===== config.mk =====
export PLATFORM = sky130hd
export DESIGN_NAME = color_event_tracker_flat
export DESIGN_NICKNAME = d
export VERILOG_FILES = /design/src/rtl/color_event_tracker_pkg.sv /design/src/rtl/color_event_tracker_if.sv /design/src/rtl/color_event_tracker_event_fifo.sv /design/src/rtl/color_event_tracker.sv /design/src/flat_wrapper.sv
export SDC_FILE = /design/constraint.sdc
export NUM_CORES = 1
export LEC_CHECK = 0
export ABC_AREA = 1
export BUFFER_PORTS_ARGS = -buffer_cell sky130_fd_sc_hd__buf_2
export CAP_MARGIN = 10
export CORE_ASPECT_RATIO = 0.75
export CORE_MARGIN = 3
export CORE_UTILIZATION = 38
export CTS_CLUSTER_DIAMETER = 150
export CTS_CLUSTER_SIZE = 14
export DETAILED_ROUTE_END_ITERATION = 6
export GPL_TIMING_DRIVEN = 0
export MAX_ROUTING_LAYER = met4
export SLEW_MARGIN = 0
export SYNTH_ARGS = -nofsm -noshare
export SYNTH_HDL_FRONTEND = slang
export SYNTH_SLANG_ARGS = --single-unit

===== constraint.sdc =====
create_clock -name clk_1MHz -period 3.2 [get_ports clk_1MHz]
set_input_delay 0.64 -clock clk_1MHz [delete_from_list [all_inputs] [get_ports clk_1MHz]]
set_output_delay 0.64 -clock clk_1MHz [all_outputs]
set_load 0.02 [all_outputs]

===== src/rtl/color_event_tracker_pkg.sv =====
// Shared definitions for the colour event tracker.
// - Colour codes produced by the upstream colour-detection stage.
// - Debounce FSM state encoding.
// - Event record layout {colour, seq} carried through the event FIFO.
package color_event_tracker_pkg;

  localparam logic [2:0] COLOR_NONE  = 3'b000;
  localparam logic [2:0] COLOR_BLUE  = 3'b001;
  localparam logic [2:0] COLOR_GREEN = 3'b010;
  localparam logic [2:0] COLOR_RED   = 3'b100;

  localparam int EVT_W = 7;

  typedef enum logic [1:0] {
    ST_ARMED   = 2'd0,
    ST_QUALIFY = 2'd1,
    ST_LOCKED  = 2'd2
  } state_e;

  typedef struct packed {
    logic [2:0] color;
    logic [3:0] seq;
  } evt_t;

  // Only one-hot codes are real colours; 000 and multi-bit codes count as "none".
  function automatic logic is_color(input logic [2:0] c);
    return (c == COLOR_RED) || (c == COLOR_GREEN) || (c == COLOR_BLUE);
  endfunction

endpackage


===== src/rtl/color_event_tracker_if.sv =====
// Event handshake towards the messaging stage.
// - evt_valid : head event present
// - evt_ready : consumer accepts the head event
// - evt_color : colour of the head event
// - evt_seq   : sequence number of the head event
interface color_event_tracker_if;
  logic       evt_valid;
  logic       evt_ready;
  logic [2:0] evt_color;
  logic [3:0] evt_seq;

  modport master (output evt_valid, evt_color, evt_seq, input evt_ready);
  modport slave  (input evt_valid, evt_color, evt_seq, output evt_ready);
endinterface


===== src/rtl/color_event_tracker_event_fifo.sv =====
// Synchronous first-word-fall-through FIFO.
// - push/din   : write request and data; a push while full only succeeds
//                if a pop happens in the same cycle
// - pop        : read request, ignored while empty
// - dout       : head entry, zero while empty
// - empty/full : occupancy flags
module event_fifo #(
  parameter int WIDTH = 7,
  parameter int DEPTH = 4
) (
  input  logic             clk_1MHz,
  input  logic             reset,
  input  logic             push,
  input  logic             pop,
  input  logic [WIDTH-1:0] din,
  output logic [WIDTH-1:0] dout,
  output logic             empty,
  output logic             full
);

  localparam int AW = $clog2(DEPTH);

  logic [WIDTH-1:0] mem_q [DEPTH];
  logic [AW-1:0]    wr_ptr_q, rd_ptr_q;
  logic [AW:0]      count_q;
  logic             do_push, do_pop;

  assign empty   = (count_q == '0);
  assign full    = (count_q == (AW+1)'(DEPTH));
  assign do_pop  = pop && !empty;
  assign do_push = push && (!full || do_pop);
  assign dout    = empty ? '0 : mem_q[rd_ptr_q];

  // NOTE: storage has no reset; the count gates what is visible, so clearing it buys nothing.
  always_ff @(posedge clk_1MHz) begin
    if (do_push) mem_q[wr_ptr_q] <= din;
  end

  always_ff @(posedge clk_1MHz or posedge reset) begin
    if (reset) begin
      wr_ptr_q <= '0;
      rd_ptr_q <= '0;
      count_q  <= '0;
    end else begin
      if (do_push) wr_ptr_q <= wr_ptr_q + 1'b1;
      if (do_pop)  rd_ptr_q <= rd_ptr_q + 1'b1;
      case ({do_push, do_pop})
        2'b10:   count_q <= count_q + 1'b1;
        2'b01:   count_q <= count_q - 1'b1;
        default: count_q <= count_q;
      endcase
    end
  end

endmodule


===== src/rtl/color_event_tracker.sv =====
// Debounces the colour code into discrete "colour block seen" events.
// - clk_1MHz, reset : clock and asynchronous active-high reset
// - color           : colour code from the detection stage, sampled once per period
// - evt             : event FIFO head with valid/ready handshake
// - led_rgb         : {r,g,b} drive, lit with the last event colour for LED_HOLD cycles
// - fifo_overflow   : sticky, set when an event had to be dropped
module color_event_tracker
  import color_event_tracker_pkg::*;
#(
  parameter int SAMPLE_PERIOD  = 12001,
  parameter int STABLE_SAMPLES = 3,
  parameter int CLEAR_SAMPLES  = 2,
  parameter int FIFO_DEPTH     = 4,
  parameter int LED_HOLD       = 1000000
) (
  input  logic                   clk_1MHz,
  input  logic                   reset,
  input  logic [2:0]             color,
  color_event_tracker_if.master  evt,
  output logic [2:0]             led_rgb,
  output logic                   fifo_overflow
);

  localparam int TW = $clog2(SAMPLE_PERIOD) + 1;
  localparam int SW = $clog2(STABLE_SAMPLES) + 1;
  localparam int CW = $clog2(CLEAR_SAMPLES) + 1;
  localparam int HW = $clog2(LED_HOLD) + 1;

  localparam logic [TW-1:0] TICK_LAST = TW'(SAMPLE_PERIOD - 1);
  localparam logic [SW-1:0] STAB_TGT  = SW'(STABLE_SAMPLES);
  localparam logic [CW-1:0] CLR_TGT   = CW'(CLEAR_SAMPLES);
  localparam logic [HW-1:0] HOLD_LOAD = HW'(LED_HOLD);

  logic [TW-1:0] tick_cnt_q, tick_cnt_d;
  state_e        state_q;
  logic [2:0]    cand_q;
  logic [SW-1:0] stab_q, stab_inc;
  logic [CW-1:0] clr_q, clr_inc;
  logic [3:0]    seq_q;
  logic          overflow_q;
  logic [2:0]    led_q, led_d;
  logic [HW-1:0] hold_q, hold_d;

  logic tick, sample_valid, emit, pop, accept;
  logic fifo_empty, fifo_full;
  evt_t push_evt, head_evt;

  // Sample tick
  assign tick       = (tick_cnt_q == TICK_LAST);
  assign tick_cnt_d = tick ? '0 : tick_cnt_q + 1'b1;

  // NOTE: every clocked register uses <= so all state updates see pre-edge values.
  always_ff @(posedge clk_1MHz or posedge reset) begin
    if (reset) tick_cnt_q <= '0;
    else       tick_cnt_q <= tick_cnt_d;
  end

  // Event qualification
  assign sample_valid = is_color(color);
  assign stab_inc     = stab_q + 1'b1;
  assign clr_inc      = clr_q + 1'b1;
  assign emit         = tick && (state_q == ST_QUALIFY) && sample_valid &&
                        (color == cand_q) && (stab_inc == STAB_TGT);

  // A full FIFO still accepts the event if the head leaves in the same cycle.
  assign pop    = evt.evt_valid && evt.evt_ready;
  assign accept = emit && (!fifo_full || pop);

  always_ff @(posedge clk_1MHz or posedge reset) begin
    if (reset) begin
      state_q <= ST_ARMED;
      cand_q  <= COLOR_NONE;
      stab_q  <= '0;
      clr_q   <= '0;
    end else if (tick) begin
      case (state_q)
        ST_ARMED: begin
          if (sample_valid) begin
            cand_q  <= color;
            stab_q  <= SW'(1);
            state_q <= ST_QUALIFY;
          end
        end
        ST_QUALIFY: begin
          if (!sample_valid) begin
            state_q <= ST_ARMED;
          end else if (color == cand_q) begin
            stab_q <= stab_inc;
            if (stab_inc == STAB_TGT) begin
              clr_q   <= '0;
              state_q <= ST_LOCKED;
            end
          end else begin
            cand_q <= color;
            stab_q <= SW'(1);
          end
        end
        ST_LOCKED: begin
          // Any valid colour breaks the gap; a new block needs CLEAR_SAMPLES consecutive nones.
          if (sample_valid) begin
            clr_q <= '0;
          end else if (clr_inc == CLR_TGT) begin
            clr_q   <= '0;
            state_q <= ST_ARMED;
          end else begin
            clr_q <= clr_inc;
          end
        end
        default: state_q <= ST_ARMED;
      endcase
    end
  end

  // Sequence number and sticky overflow
  always_ff @(posedge clk_1MHz or posedge reset) begin
    if (reset) begin
      seq_q      <= '0;
      overflow_q <= 1'b0;
    end else begin
      if (accept)              seq_q      <= seq_q + 1'b1;
      else if (emit)           overflow_q <= 1'b1;
    end
  end

  // LED hold timer: dropped events still light the LED.
  // NOTE: defaults first in always_comb so no path leaves a variable unassigned (no latch).
  always_comb begin
    led_d  = led_q;
    hold_d = hold_q;
    if (emit) begin
      led_d  = cand_q;
      hold_d = HOLD_LOAD;
    end else if (hold_q != '0) begin
      hold_d = hold_q - 1'b1;
      if (hold_q == HW'(1)) led_d = COLOR_NONE;
    end
  end

  always_ff @(posedge clk_1MHz or posedge reset) begin
    if (reset) begin
      led_q  <= COLOR_NONE;
      hold_q <= '0;
    end else begin
      led_q  <= led_d;
      hold_q <= hold_d;
    end
  end

  // Event FIFO
  assign push_evt = '{color: cand_q, seq: seq_q};

  event_fifo #(
    .WIDTH (EVT_W),
    .DEPTH (FIFO_DEPTH)
  ) u_fifo (
    .clk_1MHz (clk_1MHz),
    .reset    (reset),
    .push     (emit),
    .pop      (pop),
    .din      (push_evt),
    .dout     (head_evt),
    .empty    (fifo_empty),
    .full     (fifo_full)
  );

  assign evt.evt_valid = !fifo_empty;
  assign evt.evt_color = head_evt.color;
  assign evt.evt_seq   = head_evt.seq;
  assign led_rgb       = led_q;
  assign fifo_overflow = overflow_q;

endmodule


===== src/flat_wrapper.sv =====
// flat-port wrapper written by rule: the top's interface ports become plain ports
module color_event_tracker_flat import color_event_tracker_pkg::*;
#(
  parameter int SAMPLE_PERIOD  = 12001,
  parameter int STABLE_SAMPLES = 3,
  parameter int CLEAR_SAMPLES  = 2,
  parameter int FIFO_DEPTH     = 4,
  parameter int LED_HOLD       = 1000000
)
  (clk_1MHz, reset, color, led_rgb, fifo_overflow, evt_evt_valid, evt_evt_color, evt_evt_seq, evt_evt_ready);
  color_event_tracker_if evt_i ();
  input  logic clk_1MHz;
  input  logic reset;
  input  logic [2:0] color;
  output logic [2:0] led_rgb;
  output logic fifo_overflow;
  output wire logic [$bits(evt_i.evt_valid)-1:0] evt_evt_valid;
  output wire logic [$bits(evt_i.evt_color)-1:0] evt_evt_color;
  output wire logic [$bits(evt_i.evt_seq)-1:0] evt_evt_seq;
  input wire logic [$bits(evt_i.evt_ready)-1:0] evt_evt_ready;
  assign evt_evt_valid = evt_i.evt_valid;
  assign evt_evt_color = evt_i.evt_color;
  assign evt_evt_seq = evt_i.evt_seq;
  assign evt_i.evt_ready = evt_evt_ready;
  color_event_tracker #(.SAMPLE_PERIOD(SAMPLE_PERIOD), .STABLE_SAMPLES(STABLE_SAMPLES), .CLEAR_SAMPLES(CLEAR_SAMPLES), .FIFO_DEPTH(FIFO_DEPTH), .LED_HOLD(LED_HOLD)) u_core (.clk_1MHz(clk_1MHz), .reset(reset), .color(color), .evt(evt_i), .led_rgb(led_rgb), .fifo_overflow(fifo_overflow));
endmodule

* After elaboration in Yosys (flattened, before gate mapping) *
Memories as Yosys holds them, arrays and structs flattened.
Index checks and enable logic that the tools add are counted.

word-level totals
  register bits = 61
  bits in writable memories = 28
  input bits = 6
  output and inout bits = 12
  word-level logic and storage cells = 104
  memories kept = 1

memory list
  memory               depth  bits a word  rd ports  clocked after Yosys merged registers in  write ports  RTL line                              text
  u_core.u_fifo.mem_q  4      7            1         0                                        1            color_event_tracker_event_fifo.sv:23  logic [WIDTH-1:0] mem_q [DEPTH];

cells by class
  add/sub/neg operators = 9
  equal/unequal tests = 22
  muxes and demuxes = 31
  bitwise operators = 1
  reduce and logical (&&, ||, !) cells = 28

operators with widths
  cell                     number
  $mux W21                 2
  $mux W3                  9
  $mux W2                  11
  $eq A21 B1 Y1 const B    1
  $reduce_bool A21 Y1      1
  $sub A21 B1 Y21 const B  1
  $pmux W3 S2              3
  $add A15 B1 Y15 const B  1
  $eq A15 B14 Y1 const B   1
  $mux W15                 1
  $reduce_and A5 Y1        2
  $reduce_bool A2 Y1       5
  $logic_and A1 B1 Y1      8
  $ne A2 B2 Y1 const B     4
  $mux W7                  1
  $add A2 B1 Y2 const B    3
  $add A3 B1 Y3 const B    2
  $eq A2 B2 Y1 const B     3
  $eq A3 B2 Y1 const B     2
  $eq A3 B3 Y1 const B     2
  $ne A2 B1 Y1 const B     3
  $ne A3 B3 Y1 const B     2
  $pmux W2 S3              1
  $reduce_and A6 Y1        1
  14 further kinds         21

* Longest topological paths before layout *
  depth after elaboration = 9
  mapped depth = 17
  depth with buffers taken out = 17

* By module *
From an unflattened synthesis, not the netlist that was laid out.

unflattened totals
  cell total of the unflattened synthesis = 582
  area, all modules = 4804.6 um^2

by module, submodules not included
  module               times used  cells an instance  area each (um^2)  sequential area each (um^2)
  color_event_tracker  1           443                3274.4            1351.3
  event_fifo           1           139                1530.2            1016.0

* Least setup slack after synthesis *
OpenSTA, ideal clock, no wires.

  path kind = input to register
  from = input color[1]
  to = memory u_core.u_fifo.mem_q[0][0] (enable)
  library setup time = 360 ps
  arrival = 1709 ps
  required time = 2840 ps
  setup slack = 1131 ps
  cell stages on the path = 9
  buffers on the path = 0
  cells stage by stage = inv_2 -> nand2_1 -> nand2_1 -> nand3_1 -> nor2_4 -> nand3_4 -> nor2_4 -> inv_2 -> nor2_1

between the ends
  longest elaborated chain between the ends = 9

ends and longest elaborated chain
  what                                          RTL line                              text
  start, declared                               flat_wrapper.sv:14                    input logic [2:0] color;
  $eq A3 B3 Y1 or $eq A3 B2 Y1 (tied branches)  color_event_tracker_pkg.sv:27         return (c == COLOR_RED) || (c == COLOR_GREEN) || (c == COLOR_BLUE);
  $logic_or A1 B1 Y1 (2 in a row)               color_event_tracker_pkg.sv:27
  $logic_and A1 B1 Y1                           color_event_tracker.sv:62             assign emit = tick && (state_q == ST_QUALIFY) && sample_valid &&
  $logic_and A1 B1 Y1 (*)                       color_event_tracker.sv:62
  $logic_and A1 B1 Y1 (*)                       color_event_tracker.sv:63             (color == cand_q) && (stab_inc == STAB_TGT);
  $logic_and A1 B1 Y1 (*)                       color_event_tracker_event_fifo.sv:31  assign do_push = push && (!full || do_pop);
  $mux W1 (*)                                   color_event_tracker_event_fifo.sv:36  if (do_push) mem_q[wr_ptr_q] <= din;
  $mux W1 (not written as such) (*)             color_event_tracker_event_fifo.sv:36
  end, declared                                 color_event_tracker_event_fifo.sv:23

Mark *: on every way between the ends. The rest lies on a longest branch, timed or not.

* Worst setup path after layout *
  from = register u_core.u_fifo.rd_ptr_q[0]
  to = output evt_evt_seq[3]

between the ends
  longest elaborated chain between the ends = 2

ends and longest elaborated chain
  what                    RTL line                              text
  start, declared         color_event_tracker_event_fifo.sv:24  logic [AW-1:0] wr_ptr_q, rd_ptr_q;
  start signal, assigned  color_event_tracker_event_fifo.sv:46  if (do_pop) rd_ptr_q <= rd_ptr_q + 1'b1;
  $mem_v2 Z4 W7           --
  $mux W7                 color_event_tracker_event_fifo.sv:32  assign dout = empty ? '0 : mem_q[rd_ptr_q];
  end, declared           flat_wrapper.sv:19                    output wire logic [$bits(evt_i.evt_seq)-1:0] evt_evt_seq;

No other way between the ends.

==> summary.md <==
| Metric | Value |
|---|---|
| Outcome | finished clean |
| Total number of yosys warnings | 0 |
| Root cell of the clock tree | clkbuf_16 |
| Pin count of the biggest net entering global routing | 41 |
| Number of vias per cell | 4.74 |
| Time the final worst path needs with I/O delays and setup | 2.54 ns |
| Fmax | 0.393 GHz |
| Worst relative slew slack | 56.2% |
| Ports placed on the boundary | 18 |
| CTS max path bufs | 2 |
| First-pass iteration count of the detailed router | 5 |
| Chip width | 133 um |
| Mean instance size in the synthesized netlist | 8.71 sq um |
| Area of the mapped netlist | 4630 sq um |
| Fraction of registers with async set/reset | 68.5% |
| Buffers plus inverters on the worst setup path | 4 |
| Gate family responsible for the most delay along the worst path | buffers and inverters |
| CTS Sinks | 89 |
| Ordered list of cells on the worst path | clkbuf_1, inv_2, clkbuf_1, o21ai_0, a21oi_1, buf_2 |
| Total length of routed wires | 9380 um |
| Die Outline Area | 13600 sq um |
| Core box area | 11700 sq um |
| Worst min-delay path category | input port to asynchronous set/reset pin |
| Pins Over Slew Limit | 0 |
| Sequential share of the synthesized area | 51.1% |
| Overflow left after global routing | 0 |
| Power density over the cells | 548 nW/um^2 |
| DPL Wire Length | 6930 um |
| Crit-path most repeated cell | clkbuf_1 |
| Wirelength per Cell | 12.9 um |
| Clock latency on the worst-skew pair | 0.35 ns |
| CTS clock-pin slew for the worst setup and hold paths | 0.07 ns |
| H-tree levels | 3 |
| DRC violations left | 0 |
| Leakage power total | 2.47 nW |
| Setup-failing EPs final | 0 |
| First-pass GRT wire length | 16200 um |
| ANT cells | 0 |
| Via count of the first global-routing pass | 3373 |
| Unrepaired setup endpoints after global routing | no |
| CP max FO | 10 |
| Yosys reg bits | 89 |
| Area fraction of the dominant cell type after synthesis | 33.0% |
| Area added between synthesis and finish | 13.2% |
| CTS tree | yes |
| Worst path arrival time | 1.90 ns |
| Height of the die | 102 um |
| Post-synth cell types | 45 |
| Setup total negative slack | 0 ns |
| Overall track demand over capacity in global routing | 15.5% |
| Starting density of the core | 39.5% |
| Number of synthesized flops with an enable pin | 28 |
| CTS Hold Buffers Added | 0 |
| Post-CTS setup buffers | 0 |
| Actual transition at the worst max-transition pin | 0.655 ns |
| DR vias | 3449 |
| Ratio of final minimum period to clock period | 79.5% |
| Setup clock skew after layout | 0.00803 ns |
| Post-route core utilization | 44.7% |
| Worst Setup End Kind | output port |
| Max-Cap Viols | 0 |
| Post-synthesis cell type with the largest combined area | dfrtp_1 |
| Count of nets left with antenna violations after detail routing | 0 |
| Fin. Hold Viols | 0 |
| Number of nets in the finished design | 579 |
| Number of DRC violations after detailed-routing iteration 0 | 227 |
| Dpl cell area | 4940 sq um |
| Prevailing post-synth register cell | dfrtp_1 |
| Data required, critical path | 2.56 ns |
| Category of the critical setup timing path | flop to output port |
| Total CTS buffers | 9 |
| Fraction of final layout cells with drive strength greater than 1 | 15.2% |
| RD Place Congestion | 0.827 |
| Number of antenna violations at the first check in global routing | 0 |
| Mapped Cells | 532 |
| Net count after synthesis | 550 |
| Synth area leaders | dfrtp_1 (33%), edfxtp_1 (18%), nand2_1 (6.6%) |
| Port-buffer cells | 17 |
| Peak supply drop | 290 uV |
| Post_cts resized | 0 |
| Std-Cell Rows | 34 |
| Library cell contributing the largest single delay on the critical path | dfrtp_1 |
| Post-route cell area | 5240 sq um |
| Kind of launch point of the worst setup path | flop |
| Crit path largest cell delay | 0.36 ns |
sequential cells by signal, indices dropped and copies added, names as in the netlist:
register / count
u_core.tick_cnt_q: 15
u_core.u_fifo.mem_q: 28
u_core.fifo_overflow: 1
u_core.state_q: 2
u_core.u_fifo.wr_ptr_q: 2
u_core.cand_q: 3
u_core.led_rgb: 3
u_core.u_fifo.count_q: 3
u_core.hold_q: 21
u_core.seq_q: 4
u_core.stab_q: 3
u_core.u_fifo.rd_ptr_q: 2
u_core.clr_q: 2
placed cells by master (no fill, tap or decap), types with 2 or more instances in the layout:
cell type and instances:
nor3b_1 3, dfrtp_1 61, clkbuf_16 9, nor2_1 78
nand3_1 22, clkinv_2 2, inv_2 12, o31ai_1 2
nor3_2 3, o21ai_1 5, xnor2_1 5, nand4_1 12
nor3_1 5, nand3_2 3, nor2_4 5, nor2_2 12
nand2_4 2, edfxtp_1 28, inv_6 3, a211oi_1 3
clkinv_4 2, buf_2 18, nand3b_1 3, clkbuf_1 3
o21ai_0 35, nand2_1 82, o21bai_1 2, xor2_1 11
inv_1 78, nand2_2 6, ha_1 11, a21oi_1 22
kinds of logic (layout without fill, tap and decap cells):
group                    count (synthesis)  in the layout  synth area share (%)
XOR/XNOR                                16             16                  3.03
buffers and inverters                   98            132                  8.24
AND/OR/NAND/NOR                        239            239                  24.7
adder cells (fa/ha/maj)                 12             12                  3.40
flip-flops                              89             89                  51.1
AO/OA/AOI/OAI                           78             78                  9.56
through the flow:
stage / setup slack [ns] / power [W] / hold WS (ns) / std cells
6_report: 0.658 / 0.00287 / 0.323 / 728
4_1_cts: 0.636 / 0.00291 / 0.340 / 728
3_5_place_dp: 0.615 / 0.00183 / 0.459 / 712
3_3_place_gp: 0.195 / 0.00181 / 0.452 / 711
5_1_grt: 0.464 / 0.00303 / 0.368 / 728
2_1_floorplan: 1.05 / 0.00166 / 0.440 / 532
cell usage after synthesis, types with 2 or more instances:
cell type  instances
nand2_1           82
inv_1             79
nor2_1            78
dfrtp_1           61
o21ai_0           35
edfxtp_1          28
a21oi_1           22
nand3_1           22
nand4_1           12
nor2_2            12
ha_1              11
inv_2             11
xor2_1            11
nand2_2            6
nor2_4             5
nor3_1             5
o21ai_1            5
xnor2_1            5
a211oi_1           3
nand3_2            3
nand3b_1           3
nor3_2             3
nor3b_1            3
clkbuf_1           2
clkinv_2           2
nand2_4            2
o21bai_1           2
o31ai_1            2
layout make-up:
class                      instances  area [sq um]
fill                            1165          6500
sequential                        89          2370
multi-input combinational        345          1880
inverter                          93           354
clock buffer                      10           229
tap                              162           203
timing repair buffer              18           105
clock inverter                     6          73.8
buffer                             5          27.5
report_power, final:
| group | internal (W) | total, W | switching, W |
|---|---|---|---|
| Combinational | 0.000189 | 0.000575 | 0.000387 |
| Clock | 0.000617 | 0.00108 | 0.000463 |
| Sequential | 0.00120 | 0.00122 | 0.0000183 |
| Total | 0.00201 | 0.00287 | 0.000868 |
worst paths after layout:
| kind | cells past startpoint | endpoint | slack (ns) | startpoint |
|---|---|---|---|---|
| min in group clk_1MHz | 2 | u_core.led_rgb[0]$_DFFE_PP0P_ | 0.47 | u_core.led_rgb[0]$_DFFE_PP0P_ |
| max | 6 | evt_evt_seq[3] | 0.66 | u_core.u_fifo.rd_ptr_q[0]$_DFFE_PP0P_ |
| min | 2 | u_core.hold_q[4]$_DFFE_PP0P_ | 0.32 | reset |
| max reg2reg | 10 | u_core.u_fifo.mem_q[3][3]$_DFFE_PP_ | 0.79 | u_core.tick_cnt_q[0]$_DFF_PP0_ |
| max in group asynchronous | 3 | u_core.tick_cnt_q[7]$_DFF_PP0_ | 2.29 | reset |
| min reg2reg | 2 | u_core.led_rgb[0]$_DFFE_PP0P_ | 0.47 | u_core.led_rgb[0]$_DFFE_PP0P_ |
metal layers:
layer | global-route usage, % | vias up | share of wire (%) | routed length, um
met5 | - | - | 0 | 0
met4 | 5.77 | 0 | 1.6 | 150
met3 | 4.17 | 13 | 4.2 | 392
met2 | 22.9 | 51 | 43 | 4070
met1 | 20.5 | 1612 | 51 | 4770
li1 | - | 1773 | - | -
Note: power is estimated with default switching activity, not from simulation.
